--- config.mk ---
export PLATFORM = sky130hd
export DESIGN_NAME = uart_tx_sched
export DESIGN_NICKNAME = d
export VERILOG_FILES = /design/src/rtl/uart_pkg.sv /design/src/rtl/uart_rr_arbiter.sv /design/src/rtl/uart_tx_sched.sv
export SDC_FILE = /design/constraint.sdc
export NUM_CORES = 1
export LEC_CHECK = 0
export BUFFER_PORTS_ARGS = -buffer_cell sky130_fd_sc_hd__buf_2
export CAP_MARGIN = 20
export CELL_PAD_IN_SITES_DETAIL_PLACEMENT = 1
export CELL_PAD_IN_SITES_GLOBAL_PLACEMENT = 1
export CORE_AREA = 3 3 74 76
export CTS_CLUSTER_DIAMETER = 40
export DETAILED_ROUTE_END_ITERATION = 16
export DIE_AREA = 0 0 77 79
export GPL_TIMING_DRIVEN = 0
export HOLD_SLACK_MARGIN = 0.15
export PLACE_DENSITY_LB_ADDON = 0.1
export SYNTH_ARGS = -nofsm -noshare
export SYNTH_HDL_FRONTEND = slang
export SYNTH_SLANG_ARGS = --single-unit
export TNS_END_PERCENT = 50
--- constraint.sdc ---
create_clock -name i_clk -period 4.57 [get_ports i_clk]
set_clock_uncertainty 0.1 [all_clocks]
set_input_delay 0.2285 -clock i_clk [delete_from_list [all_inputs] [get_ports i_clk]]
set_output_delay 0.2285 -clock i_clk [all_outputs]
set_load 0.02 [all_outputs]
--- src/rtl/uart_pkg.sv ---
// Shared definitions for the UART transmit scheduler and its arbiter.
// Holds the serializer state encoding, frame data width and an ID-width helper.
// No logic of its own.
package uart_pkg;

  typedef enum logic [1:0] {
    IDLE  = 2'd0,
    START = 2'd1,
    DATA  = 2'd2,
    STOP  = 2'd3
  } tx_state_t;

  localparam int UART_DATA_W = 8;

  // Width of an index over n items, never less than one bit
  function automatic int clog2(input int n);
    int w;
    w = 1;
    while ((1 << w) < n) w++;
    return w;
  endfunction

endpackage

--- src/rtl/uart_rr_arbiter.sv ---
// Round-robin pick among byte requesters, scanning upward from the pointer.
// Grant is combinational; the pointer moves on the clock edge of a transfer.
// No backpressure of its own; the caller qualifies the grant with its accept window.
module uart_rr_arbiter
  import uart_pkg::*;
#(
  parameter int N_REQ = 4
) (
  input  logic                      i_clk,
  input  logic                      i_reset,
  input  logic [N_REQ-1:0]          valid,
  input  logic                      advance,
  output logic [N_REQ-1:0]          gnt,
  output logic [clog2(N_REQ)-1:0]   winner
);

  localparam int ID_W = clog2(N_REQ);
  localparam int SW   = ID_W + 1;

  logic [ID_W-1:0] ptr;
  logic [SW-1:0]   sum;
  logic [ID_W-1:0] idx;

  // Walk from the highest offset down so the lowest offset (closest to ptr) wins
  always_comb begin
    gnt    = '0;
    winner = '0;
    sum    = '0;
    idx    = '0;
    for (int i = N_REQ - 1; i >= 0; i--) begin
      sum = {1'b0, ptr} + SW'(i);
      if (sum >= SW'(N_REQ)) sum = sum - SW'(N_REQ);
      idx = sum[ID_W-1:0];
      if (valid[idx]) begin
        gnt      = '0;
        gnt[idx] = 1'b1;
        winner   = idx;
      end
    end
  end

  // Move the pointer just past the requester that was served
  always_ff @(posedge i_clk or negedge i_reset) begin
    if (!i_reset) begin
      ptr <= '0;
    end else if (advance) begin
      ptr <= (winner == ID_W'(N_REQ - 1)) ? '0 : winner + 1'b1;
    end
  end

endmodule

--- src/rtl/uart_tx_sched.sv ---
// Shares one 8N1 UART transmit line between N_REQ byte sources, round-robin.
// Frame starts on the baud tick of acceptance and lasts 1+8+STOP_BITS tick periods.
// o_ready only opens on a tick while idle or in the last stop bit; others hold valid.
module uart_tx_sched
  import uart_pkg::*;
#(
  parameter int N_REQ     = 4,
  parameter int DATA_W    = UART_DATA_W,
  parameter int STOP_BITS = 1
) (
  input  logic                      i_clk,
  input  logic                      i_reset,
  input  logic                      i_baud_tick,
  input  logic [N_REQ-1:0]          i_valid,
  input  logic [N_REQ*DATA_W-1:0]   i_data,
  output logic [N_REQ-1:0]          o_ready,
  output logic                      o_tx,
  output logic                      o_busy,
  output logic [clog2(N_REQ)-1:0]   o_gnt_id,
  output logic                      o_frame_done
);

  localparam int         ID_W      = clog2(N_REQ);
  localparam logic       STOP_LAST = 1'(STOP_BITS - 1);
  localparam logic [2:0] LAST_BIT  = 3'(DATA_W - 1);

  tx_state_t         state;
  logic [DATA_W-1:0] shreg;
  logic [2:0]        bit_cnt;
  logic              stop_cnt;
  logic              window;
  logic              xfer;
  logic [N_REQ-1:0]  gnt;
  logic [ID_W-1:0]   winner;
  logic [DATA_W-1:0] win_byte;

  // A new byte may only be taken on a tick when the line is free for a start bit
  assign window   = i_reset & i_baud_tick &
                    ((state == IDLE) | ((state == STOP) & (stop_cnt == STOP_LAST)));
  assign o_ready  = gnt & {N_REQ{window}};
  assign xfer     = |(i_valid & o_ready);
  assign win_byte = i_data[int'(winner)*DATA_W +: DATA_W];

  uart_rr_arbiter #(
    .N_REQ (N_REQ)
  ) u_arb (
    .i_clk   (i_clk),
    .i_reset (i_reset),
    .valid   (i_valid),
    .advance (xfer),
    .gnt     (gnt),
    .winner  (winner)
  );

  // Serializer: all line changes land on baud-tick edges; frame_done self-clears
  always_ff @(posedge i_clk or negedge i_reset) begin
    if (!i_reset) begin
      state        <= IDLE;
      shreg        <= '0;
      bit_cnt      <= '0;
      stop_cnt     <= 1'b0;
      o_tx         <= 1'b1;
      o_busy       <= 1'b0;
      o_gnt_id     <= '0;
      o_frame_done <= 1'b0;
    end else begin
      o_frame_done <= 1'b0;
      if (i_baud_tick) begin
        case (state)
          IDLE: begin
            if (xfer) begin
              shreg    <= win_byte;
              o_tx     <= 1'b0;
              bit_cnt  <= '0;
              o_busy   <= 1'b1;
              o_gnt_id <= winner;
              state    <= START;
            end
          end
          START: begin
            o_tx  <= shreg[0];
            state <= DATA;
          end
          DATA: begin
            if (bit_cnt != LAST_BIT) begin
              shreg   <= shreg >> 1;
              o_tx    <= shreg[1];
              bit_cnt <= bit_cnt + 1'b1;
            end else begin
              o_tx     <= 1'b1;
              stop_cnt <= 1'b0;
              state    <= STOP;
            end
          end
          STOP: begin
            if (stop_cnt != STOP_LAST) begin
              stop_cnt <= stop_cnt + 1'b1;
            end else begin
              o_frame_done <= 1'b1;
              if (xfer) begin
                // Back-to-back frame: start bit follows the stop bit directly
                shreg    <= win_byte;
                o_tx     <= 1'b0;
                bit_cnt  <= '0;
                o_gnt_id <= winner;
                state    <= START;
              end else begin
                o_busy <= 1'b0;
                state  <= IDLE;
              end
            end
          end
          default: state <= IDLE;
        endcase
      end
    end
  end

endmodule

# After elaboration in Yosys (flattened, before gate mapping)
# Cells that the tools add are included.
dict set report op_classes {
  add_sub_neg 10
  multipliers 0
  n_div 0
  magnitude_cmp 12
  n_eq_ne 10
  n_shift 1
  muxes 59
  bitwise_logic 7
  reduce_logical 15
}
# cell count
set op_table {}
lappend op_table {{$shiftx 32x6->8} 1}
lappend op_table {{$mux 2} 14}
lappend op_table {{$mux 8} 3}
lappend op_table {{$pmux 8 s3} 1}
lappend op_table {{$mux 1} 20}
lappend op_table {{$mux 4} 4}
lappend op_table {{$lt 2x3->1 const B} 4}
lappend op_table {{$ge 3x3->1 const B} 3}
lappend op_table {{$mux 3} 3}
lappend op_table {{$pmux 3 s3} 1}
lappend op_table {{$and 4x4->4} 2}
lappend op_table {{$bmux 1 s2} 4}
lappend op_table {{$demux 1 s2} 4}
lappend op_table {{$ge 2x1->1 const B} 4}
lappend op_table {{$ne 2x2->1 const B} 4}
lappend op_table {{$pmux 2 s4} 1}
lappend op_table {{$reduce_and 4->1} 2}
lappend op_table {{$sub 2x1->2 const B} 4}
lappend op_table {{$add 2x2->3 const B} 2}
lappend op_table {{$eq 2x2->1 const B} 3}
lappend op_table {{$reduce_and 3->1} 2}
lappend op_table {{$reduce_and 5->1} 1}
lappend op_table {{$logic_and 1x1->1} 4}
lappend op_table {{$pmux 1 s2} 2}
lappend op_table {{other kinds (18)} 21}
dict set report totals {
  reg_bits 21
  latch_bits 0
  ramBits 0
  romBits 0
  input_bits 39
  out_inout_bits 9
  elab_cells 123
  n_memories 0
}

# Logic depth before layout (Yosys ltp)
# Gate-level depths: netlist of run 1.
dict set report depth {
  word_depth 17
  mapped_depth 13
  depth_no_buf 9
}

# By module
# A second synthesis of run 1 with hierarchy kept.
dict set report unflattened {
  cells_unflattened 162
  hier_area_um2 1766.7
}
# mod n_inst cells_each area_per_inst_um2 seq_area_each_um2
set by_module_without_submodules {}
lappend by_module_without_submodules {uart_tx_sched 1 97 1201.2 451.7}
lappend by_module_without_submodules {uart_rr_arbiter 1 65 565.5 50.0}

# Least setup slack after synthesis of run 1
# Ideal clock, no wire load.
dict set report synth_timing {
  kind {register to register}
  start {reg u_arb.ptr[1]}
  end {reg o_gnt_id[0]}
  setup_ps 125
  t_arrival_ps 3087
  required_ps 4345
  path_slack_ps 1258
  path_stages_with_launch 12
  n_path_buf 3
  period_less_slack_ps 3312
  cell_sequence {dfrtp_1 buf_2 inv_1 ha_1 clkbuf_1 mux4_2 a21oi_1 o31ai_1 o2111a_2 or4_4 buf_6 mux2_4}
}
dict set report synth_via {
  elab_chain_len 17
  word_cells_on_any_way 57
  classes_between {add/sub (7); order compare (12); mux (31); bitwise (2); reduce/logical (5)}
}
# item line_no
set synth_rtl {}
lappend synth_rtl {{start, declared} uart_rr_arbiter.sv:20} ;# logic [ID_W-1:0] ptr;
lappend synth_rtl {{start signal, assigned} uart_rr_arbiter.sv:47} ;# ptr <= (winner == ID_W'(N_REQ - 1)) ? '0 : winner + 1'b1;
lappend synth_rtl {{$add 2x2->3} uart_rr_arbiter.sv:31} ;# sum = {1'b0, ptr} + SW'(i);
lappend synth_rtl {{$ge 3x3->1 / $sub 2x1->2 (equally long branches)} uart_rr_arbiter.sv:32} ;# if (sum >= SW'(N_REQ)) sum = sum - SW'(N_REQ);
lappend synth_rtl {{$mux 2} uart_rr_arbiter.sv:32}
lappend synth_rtl {{$lt 2x3->1 (implied by the code) / $ge 2x1->1 (equally long branches)} uart_rr_arbiter.sv:36} ;# gnt[idx] = 1'b1;
lappend synth_rtl {{$logic_and 1x1->1 (implied by the code)} uart_rr_arbiter.sv:36}
lappend synth_rtl {{$mux 1 (implied by the code)} uart_rr_arbiter.sv:36}
lappend synth_rtl {{$demux 1 s2} n/a}
lappend synth_rtl {{$mux 4 (4 in series)} uart_rr_arbiter.sv:34} ;# if (valid[idx]) begin
lappend synth_rtl {{$and 4x4->4} uart_tx_sched.sv:40} ;# assign o_ready = gnt & {N_REQ{window}};
lappend synth_rtl {{$and 4x4->4} uart_tx_sched.sv:41} ;# assign xfer = |(i_valid & o_ready);
lappend synth_rtl {{$reduce_or 4->1} uart_tx_sched.sv:41}
lappend synth_rtl {{$mux 2 (*)} {uart_tx_sched.sv:71, uart_tx_sched.sv:100}}
lappend synth_rtl {{$mux 2} uart_tx_sched.sv:96} ;# if (stop_cnt != STOP_LAST) begin
lappend synth_rtl {{$pmux 2 s2 (*)} uart_tx_sched.sv:69} ;# case (state)
lappend synth_rtl {{end signal, assigned} uart_tx_sched.sv:76} ;# o_gnt_id <= winner;
lappend synth_rtl {{end signal, assigned} uart_tx_sched.sv:105} ;# o_gnt_id <= winner;
lappend synth_rtl {{end, declared} uart_tx_sched.sv:19} ;# output logic [clog2(N_REQ)-1:0] o_gnt_id,
# Mark *: on every way between the ends. The rest lies on a longest branch, timed or not. The select of a mux whose other input is x is not followed.
# A chain may end at the register's enable or synchronous reset.

# Worst setup path after layout of run 1
dict set report layout_timing {
  start {reg u_arb.ptr[1]}
  end {reg shreg[6]}
}
dict set report layout_via {
  elab_chain_len 17
  word_cells_on_any_way 58
  classes_between {add/sub (7); order compare (12); shift (1); mux (31); bitwise (2); reduce/logical (5)}
}
# item line_no
set layout_rtl {}
lappend layout_rtl {{$add 2x2->3} uart_rr_arbiter.sv:31}
lappend layout_rtl {{$ge 3x3->1 / $sub 2x1->2 (equally long branches)} uart_rr_arbiter.sv:32}
lappend layout_rtl {{$mux 2} uart_rr_arbiter.sv:32}
lappend layout_rtl {{$lt 2x3->1 (implied by the code) / $ge 2x1->1 (equally long branches)} uart_rr_arbiter.sv:36}
lappend layout_rtl {{$logic_and 1x1->1 (implied by the code)} uart_rr_arbiter.sv:36}
lappend layout_rtl {{$mux 1 (implied by the code)} uart_rr_arbiter.sv:36}
lappend layout_rtl {{$demux 1 s2} n/a}
lappend layout_rtl {{$mux 4 (4 in series)} uart_rr_arbiter.sv:34}
lappend layout_rtl {{$and 4x4->4} uart_tx_sched.sv:40}
lappend layout_rtl {{$and 4x4->4} uart_tx_sched.sv:41}
lappend layout_rtl {{$reduce_or 4->1} uart_tx_sched.sv:41}
lappend layout_rtl {{$mux 8 (*)} {uart_tx_sched.sv:71, uart_tx_sched.sv:100}}
lappend layout_rtl {{$mux 8} uart_tx_sched.sv:96}
lappend layout_rtl {{$pmux 8 s3 (*)} uart_tx_sched.sv:69}
lappend layout_rtl {{end signal, assigned} uart_tx_sched.sv:72} ;# shreg <= win_byte;
lappend layout_rtl {{end signal, assigned} uart_tx_sched.sv:86} ;# shreg <= shreg >> 1;
lappend layout_rtl {{end signal, assigned} uart_tx_sched.sv:102} ;# shreg <= win_byte;
lappend layout_rtl {{end, declared} uart_tx_sched.sv:28} ;# logic [DATA_W-1:0] shreg;
# Marks and branches as above.

==> results of run 1 <==
==> sequential cells by signal (all words and copies together) (netlist names) <==
register / flops
shreg: 8
state: 2
o_gnt_id: 2
u_arb.ptr: 2
bit_cnt: 3
o_busy: 1
o_tx: 1
o_frame_done: 1
==> cells in the final DEF, fill, tap and decap left out, drive strengths merged, types with 3 or more instances in the layout <==
master	count
a32o	7
nor2	8
nand3	9
o211ai	3
dfrtp	19
o21ai	10
mux2i	16
inv	7
and2	4
a2bb2oi	8
mux2	6
a31oi	5
clkbuf	9
buf	55
nand2	19
a21oi	18
ha	14
o31ai	3
nand2b	4
mux4	4
nor2b	6
==> routing by layer <==
layer,global-route usage [%],wire (um),up-vias
met5,0,0,-
met4,6.41,81,0
met3,0.907,135,5
met2,31.8,2630,34
met1,23.1,2370,897
li1,-,-,897
==> worst reg2reg max path: cells and delay by family (launching register included) <==
kind	cells	cell delay (ps)
compound gates	4	860
simple gates	2	790
buf+inv	3	730
mux	1	440
flops	1	430
fa+ha+maj	1	310
==> cells by family after synthesis <==
family / Yosys count / share of synthesized area (%)
compound gates: 68 / 25.7
simple gates: 60 / 16.9
mux: 26 / 16.7
buf+inv: 21 / 5.34
flops: 20 / 25.8
fa+ha+maj: 14 / 9.01
xor+xnor: 1 / 0.451
==> per-stage QoR <==
stage                     instances  hold slack [ps]  utilization, %
after floorplan                 210             -167               -
after global placement          324              127            47.3
after global routing            330              345            49.2
after CTS                       330              325            49.2
final                           330              333            49.2
after detailed placement        324              130            47.3
==> cell type report <==
| class | count | share of cell area (%) |
|---|---|---|
| clock buffer | 3 | 1.75 |
| multi-input combinational | 169 | 56.8 |
| buffer | 14 | 3.30 |
| timing repair buffer | 49 | 10.8 |
| inverter | 7 | 1.12 |
| sequential | 20 | 21.3 |
| tap | 67 | 3.56 |
| clock inverter | 1 | 1.28 |
==> repair_timing <==
item                      in CTS  in global routing
gates resized for setup        0                  0
hold buffers                   2                  0
hold endpoints to repair      20                  0
==> power by group through the flow <==
stage                     sequential [uW]  combinational (uW)  clock [uW]
after floorplan                       337                 817           0
after global placement                331                1050           0
after detailed placement              334                1070           0
after CTS                             330                1080         186
after global routing                  342                1190         193
final                                 330                1070         180
==> worst max-delay path by stage <==
stage	startpoint	endpoint	slack, ps	depth (start not counted)
floorplan	u_arb.ptr[1]$_DFFE_PN0P_	o_gnt_id[0]$_DFFE_PN0P_	1260	11
global placement	u_arb.ptr[1]$_DFFE_PN0P_	shreg[6]$_DFFE_PN0P_	840	11
detailed placement	u_arb.ptr[1]$_DFFE_PN0P_	shreg[6]$_DFFE_PN0P_	800	11
CTS	u_arb.ptr[1]$_DFFE_PN0P_	shreg[6]$_DFFE_PN0P_	770	11
global route	u_arb.ptr[1]$_DFFE_PN0P_	shreg[6]$_DFFE_PN0P_	420	11
finish	u_arb.ptr[1]$_DFFE_PN0P_	shreg[6]$_DFFE_PN0P_	810	11
==> summary.md, run 1 <==
| Metric | Value |
|---|---|
| Status | finished, final reports clean |
| Final ANT Viol Nets | 0 |
| Die height | 79 um |
| Synth Flop Type | dfrtp_1 |
| Maximum achievable frequency | 0.266 GHz |
| Max Fanout on Critical Path | 10 |
| Overall power | 1580 uW |
| Io pins | 48 |
| Worst-path clk slew | 80 ps |
| WHS Path Cells | 4 |
| Final net count | 317 |
| Clock Power Share | 11.4% |
| Via count | 1,833 |
| Synth cell count leaders | 19 x dfrtp_1, 18 x a21oi_1, 18 x nand2_1 |
| Sw frac | 46.6% |
| Crit path DAT | 3810 ps |
| Post-synth top area share | 24.5% |
| Post-CTS setup buffer count | 0 |
| Netlist cell types | 52 |
| Root Driver | clkbuf_8 |
| Gr usage total | 17.9% |
| Final wirelength | 5220 um |
| Num Clock Sinks | 20 |
| Post-Syn Instances | 210 |
| Max Slew Vio Count | 0 |
| Row count | 25 |
| Count leader, synth | dfrtp_1 |
| Worst-path cell chain | buf_2, inv_1, ha_1, clkbuf_1, mux4_2, a21oi_1, o31ai_1, o2111a_2, nor4_4, nand2_2, a32o_1 |
| Biggest area consumer among synthesized cells | dfrtp_1 |
| CTS max path bufs | 2 |
| Psw | 736 uW |
| # port buffers | 47 |
| DIE AREA | 6080 um^2 |
| Footprint of the multi-input gates | 1340 um^2 |
| HP Start | i_data[4] |
| Post-synth EDFFs | 0 |
| Share of power burned in registers | 20.9% |
| Min Clock Period, post-route | 3760 ps |
| Syn Nets | 263 |
| Yosys warns | 0 |
| Setup slack after layout | 810 ps |
| VDD IR-drop max | 0.298 mV |
| Max-cap violations | 0 |
| Slew @ Worst Pin | 581 ps |
| Synth Register Bits | 20 |
| Finished layout cell area | 2350 um^2 |
| Final period util | 82.3% |
| CP required | 4620 ps |
| CORE AREA | 4790 um^2 |
| DRC viols | 0 |
| Reg-to-reg slack, setup | 810 ps |
| Synthesized cell area | 1940 um^2 |
| Final setup fails | 0 |
| Vias per cell | 5.55 |
| Critical path buffer and inverter count | 3 |
| Initial DRC Count | 78 |
| Min-Delay Path Class | primary input to flop |
| CP endpoint kind | flop |
| Largest cells by area after synthesis | dfrtp_1 24%, ha_1 9.0%, mux2i_1 7.7% |
| Asr flop ratio synth | 100% |
| Register area share after synthesis | 25.8% |
| Area delta synth->final | 21.1% |
| Fillcell total | 580 |
| # H-tree levels | 1 |
| Chip Width | 77 um |
| Initial antenna violation count | 0 |
| RePlAce Congestion | 0.852 |
| RSZ-0062 raised after global routing | no |
| Ratio of cells with drive above 1 in the final layout | 28.9% |
| Max stage delay on crit path | 560 ps |
| Pint | 845 uW |
| CTS tree | yes |
| Pin count of the biggest net entering global routing | 22 |
| First-pass GRT wire length | 8870 um |
| Startpoint types | flop |
| Combinational fraction of design power | 67.7% |
| Vias in the first global route | 1,851 |
| Number of antenna diodes | 0 |
| Relative slew slack | 61.0% |
| Leakage Power | 0.00108 uW |
| Starting Density | 40.6% |
| Placed Area | 2260 um^2 |
| Final hold violations | 0 |
| Critical setup path kind | flop to flop |
| CTS Buf Count | 3 |
| Clock Latency Late Sink | 260 ps |
| Worst r2r dst | shreg[6]$_DFFE_PN0P_ |
| DR WL/cell | 15.8 um |
| Seq. cell area | 502 um^2 |
| R2R depth | 11 |
| Setup tns final | 0 ps |
| Post-place setup slack | 804 ps |
| Detailed-router iteration count before antenna repair | 3 |
| Detailed Place HPWL | 4110 um |
| Total global routing overflow | 0 |
| Cell with the largest stage delay on the worst path | nor4_4 |
| Pwr dens | 672 nW/um^2 |
| Largest delay contributor family on the critical path | compound AO/OA/AOI/OAI gates |
| Hold Crit Endpoint | shreg[4]$_DFFE_PN0P_ |
| Synthesized area per cell | 9.25 um^2 |
| Reg-to-Reg Start | u_arb.ptr[1]$_DFFE_PN0P_ |
No activity file was read; power rests on OpenSTA's default activity.
==> run 2: changes to the inputs <==
==> constraint.sdc (replaced) <==
create_clock -name i_clk -period 3.95 [get_ports i_clk]
set_clock_uncertainty 0.1 [all_clocks]
set_input_delay 0.1975 -clock i_clk [delete_from_list [all_inputs] [get_ports i_clk]]
set_output_delay 0.1975 -clock i_clk [all_outputs]
set_load 0.02 [all_outputs]
==> summary.md, run 2 (same netlist as run 1, synthesis figures left out) <==
| Metric | Value |
|---|---|
| Relative slew slack | 61.4% (was 61.0%) |
| Via count | 1,857 (was 1,833) |
| Max reg flops | 8 (unchanged) |
| Share of power burned in registers | 20.6% (was 20.9%) |
| Number of antenna diodes | 0 (unchanged) |
| Most common cell after layout, fill and taps aside | buf_2 (unchanged) |
| # H-tree levels | 1 (unchanged) |
| Pwr dens | 779 nW/um^2 (was 672 nW/um^2) |
| Die height | 79 um (unchanged) |
| Detailed-router iteration count before antenna repair | 4 (was 3) |
| First-pass GRT wire length | 8870 um (unchanged) |
| Final hold violations | 0 (unchanged) |
| Max Fanout on Critical Path | 10 (unchanged) |
| Total global routing overflow | 0 (unchanged) |
| Worst-path cell chain | buf_2, inv_1, ha_1, clkbuf_1, mux4_2, a21oi_1, o31ai_1, o2111a_2, or4_4, buf_6, mux2_4 (was buf_2, inv_1, ha_1, clkbuf_1, mux4_2, a21oi_1, o31ai_1, o2111a_2, nor4_4, nand2_2, a32o_1) |
| Max stage delay on crit path | 510 ps (was 560 ps) |
| CTS tree | yes (unchanged) |
| Clock Power Share | 11.3% (was 11.4%) |
| CTS max path bufs | 2 (unchanged) |
| Leakage Power | 0.00110 uW (was 0.00108 uW) |
| Max Slew Vio Count | 0 (unchanged) |
| Status | finished, final reports clean (unchanged) |
| Critical setup path kind | flop to flop (unchanged) |
| Startpoint types | flop (unchanged) |
| Psw | 858 uW (was 736 uW) |
| Worst Setup EP | o_gnt_id[0]$_DFFE_PN0P_ (was shreg[6]$_DFFE_PN0P_) |
| Worst-path clk slew | 80 ps (about the same) |
| Io pins | 48 (unchanged) |
| Starting Density | 40.6% (unchanged) |
| Cts repair resizes | 0 (unchanged) |
| Initial antenna violation count | 0 (unchanged) |
| DR WL/cell | 15.9 um (was 15.8 um) |
| Sw frac | 46.3% (was 46.6%) |
| Slew @ Worst Pin | 578 ps (was 581 ps) |
| Vias in the first global route | 1,851 (unchanged) |
| Clock Latency Late Sink | 270 ps (was 260 ps) |
| Pint | 993 uW (was 845 uW) |
| RePlAce Congestion | 0.852 (unchanged) |
| Crit path depth | 11 (unchanged) |
| Initial DRC Count | 68 (was 78) |
| Cell with the largest stage delay on the worst path | or4_4 (was nor4_4) |
| # port buffers | 47 (unchanged) |
| Largest delay contributor family on the critical path | buffers and inverters (was compound AO/OA/AOI/OAI gates) |
| Vias per cell | 5.58 (was 5.55) |
| Setup tns final | 0 ps (unchanged) |
| Pin count of the biggest net entering global routing | 22 (unchanged) |
| Area delta synth->final | 22.3% (was 21.1%) |
| Ratio of cells with drive above 1 in the final layout | 29.7% (was 28.9%) |
| Combinational fraction of design power | 68.0% (was 67.7%) |
| Detailed Place HPWL | 4110 um (unchanged) |
| DIE AREA | 6080 um^2 (unchanged) |
| Max-cap violations | 0 (unchanged) |
| Most frequent cells in the layout | 52 x buf_2, 19 x dfrtp_1, 18 x a21oi_1, 18 x nand2_1, 15 x mux2i_1 (unchanged) |
| Min-Delay Path Class | primary input to flop (unchanged) |
| CP required | 4010 ps (was 4620 ps) |
| CTS Buf Count | 3 (unchanged) |
| Gr usage total | 17.9% (unchanged) |
| Fillcell total | 581 (was 580) |
| Critical path buffer and inverter count | 4 (was 3) |
| VDD IR-drop max | 0.341 mV (was 0.298 mV) |
| Reg-to-Reg Start | u_arb.ptr[1]$_DFFE_PN0P_ (unchanged) |
| Critical Path Source | u_arb.ptr[1]$_DFFE_PN0P_ (unchanged) |
| Num Clock Sinks | 20 (unchanged) |
| Chip Width | 77 um (unchanged) |
| Final setup fails | 0 (unchanged) |
| Min Clock Period, post-route | 3650 ps (was 3760 ps) |
| Worst r2r dst | o_gnt_id[0]$_DFFE_PN0P_ (was shreg[6]$_DFFE_PN0P_) |
| Row count | 25 (unchanged) |
| Final wirelength | 5290 um (was 5220 um) |
| Largest register by flop count | shreg (unchanged) |
| Root Driver | clkbuf_8 (unchanged) |
| Reg-to-reg slack, setup | 300 ps (was 810 ps) |
| Maximum achievable frequency | 0.274 GHz (was 0.266 GHz) |
| CP endpoint kind | flop (unchanged) |
| Final net count | 320 (was 317) |
| Final period util | 92.4% (was 82.3%) |
| R2R depth | 11 (unchanged) |
| Final ANT Viol Nets | 0 (unchanged) |
| Overall power | 1850 uW (was 1580 uW) |
| Largest registers | shreg (8), bit_cnt (3) (unchanged) |
| CORE AREA | 4790 um^2 (unchanged) |
| DRC viols | 0 (unchanged) |
| Crit path DAT | 3710 ps (was 3810 ps) |
| RSZ-0062 raised after global routing | no (unchanged) |
## run 2: cell types whose count changed in the layout (fill, tap and decap cells not counted)
cell	change
buf_4	+3
## run 2: what timing repair did
action                                  CTS  global route
endpoints found under the hold margin    21             0
hold buffers                              2             0
setup buffers                             0             3
endpoints found under the setup margin    0             8
## run 2: power groups by stage
stage	clock (uW)	sequential, uW	combinational [uW]
2_1_floorplan	0	390	945
3_3_place_gp	0	383	1220
3_5_place_dp	0	386	1240
4_1_cts	216	382	1250
5_1_grt	223	397	1400
6_report	210	382	1260
## run 2: worst register-to-register path, stage by stage (launching register included)
cell and delay [ps]:
dfrtp_1 430, buf_2 220, inv_1 160, ha_1 310, clkbuf_1 350, mux4_2 440, a21oi_1 170, o31ai_1 110
o2111a_2 290, or4_4 510, buf_6 160, mux2_4 300
## run 2: how the worst min path moves through the flow
stage | startpoint | to | slack (ps) | cells past startpoint
after CTS | i_data[17] | shreg[1]$_DFFE_PN0P_ | 290 | 4
after floorplan | i_reset | bit_cnt[0]$_DFFE_PN0P_ | -200 | 0
after global routing | i_data[25] | shreg[1]$_DFFE_PN0P_ | 310 | 4
final | i_data[4] | shreg[4]$_DFFE_PN0P_ | 300 | 4
after detailed placement | i_reset | shreg[4]$_DFFE_PN0P_ | 100 | 1
after global placement | i_reset | shreg[4]$_DFFE_PN0P_ | 100 | 1
## run 2: cell type report
type / count / area, um^2 / share of cell area, %
multi-input cells: 169 / 1340 / 56.3
flip-flops and latches: 20 / 502 / 21.1
repair buffers: 52 / 278 / 11.7
well taps: 67 / 83.8 / 3.53
plain buffers: 14 / 77.6 / 3.26
clock buffers: 3 / 41.3 / 1.74
clock inverters: 1 / 30.0 / 1.26
inverters: 7 / 26.3 / 1.11
## run 2: routing by layer
| metal | vias up | wire, um | global-route usage, % |
|---|---|---|---|
| met4 | 0 | 81 | 6.41 |
| li1 | 903 | - | - |
| met3 | 5 | 145 | 0.907 |
| met5 | - | 0 | 0 |
| met2 | 36 | 2650 | 31.8 |
| met1 | 913 | 2400 | 23.1 |
## run 2: through the flow
| stage | cells | utilization, % | setup slack [ps] | area (um^2) | hold slack [ps] |
|---|---|---|---|---|---|
| detailed placement | 324 | 47.3 | 184 | 2260 | 98.6 |
| floorplan | 210 | - | 638 | 1940 | -198 |
| global placement | 324 | 47.3 | 219 | 2260 | 95.9 |
| CTS | 330 | 49.2 | 152 | 2350 | 294 |
| global route | 333 | 49.6 | 17.7 | 2380 | 314 |
| finish | 333 | 49.6 | 298 | 2380 | 300 |
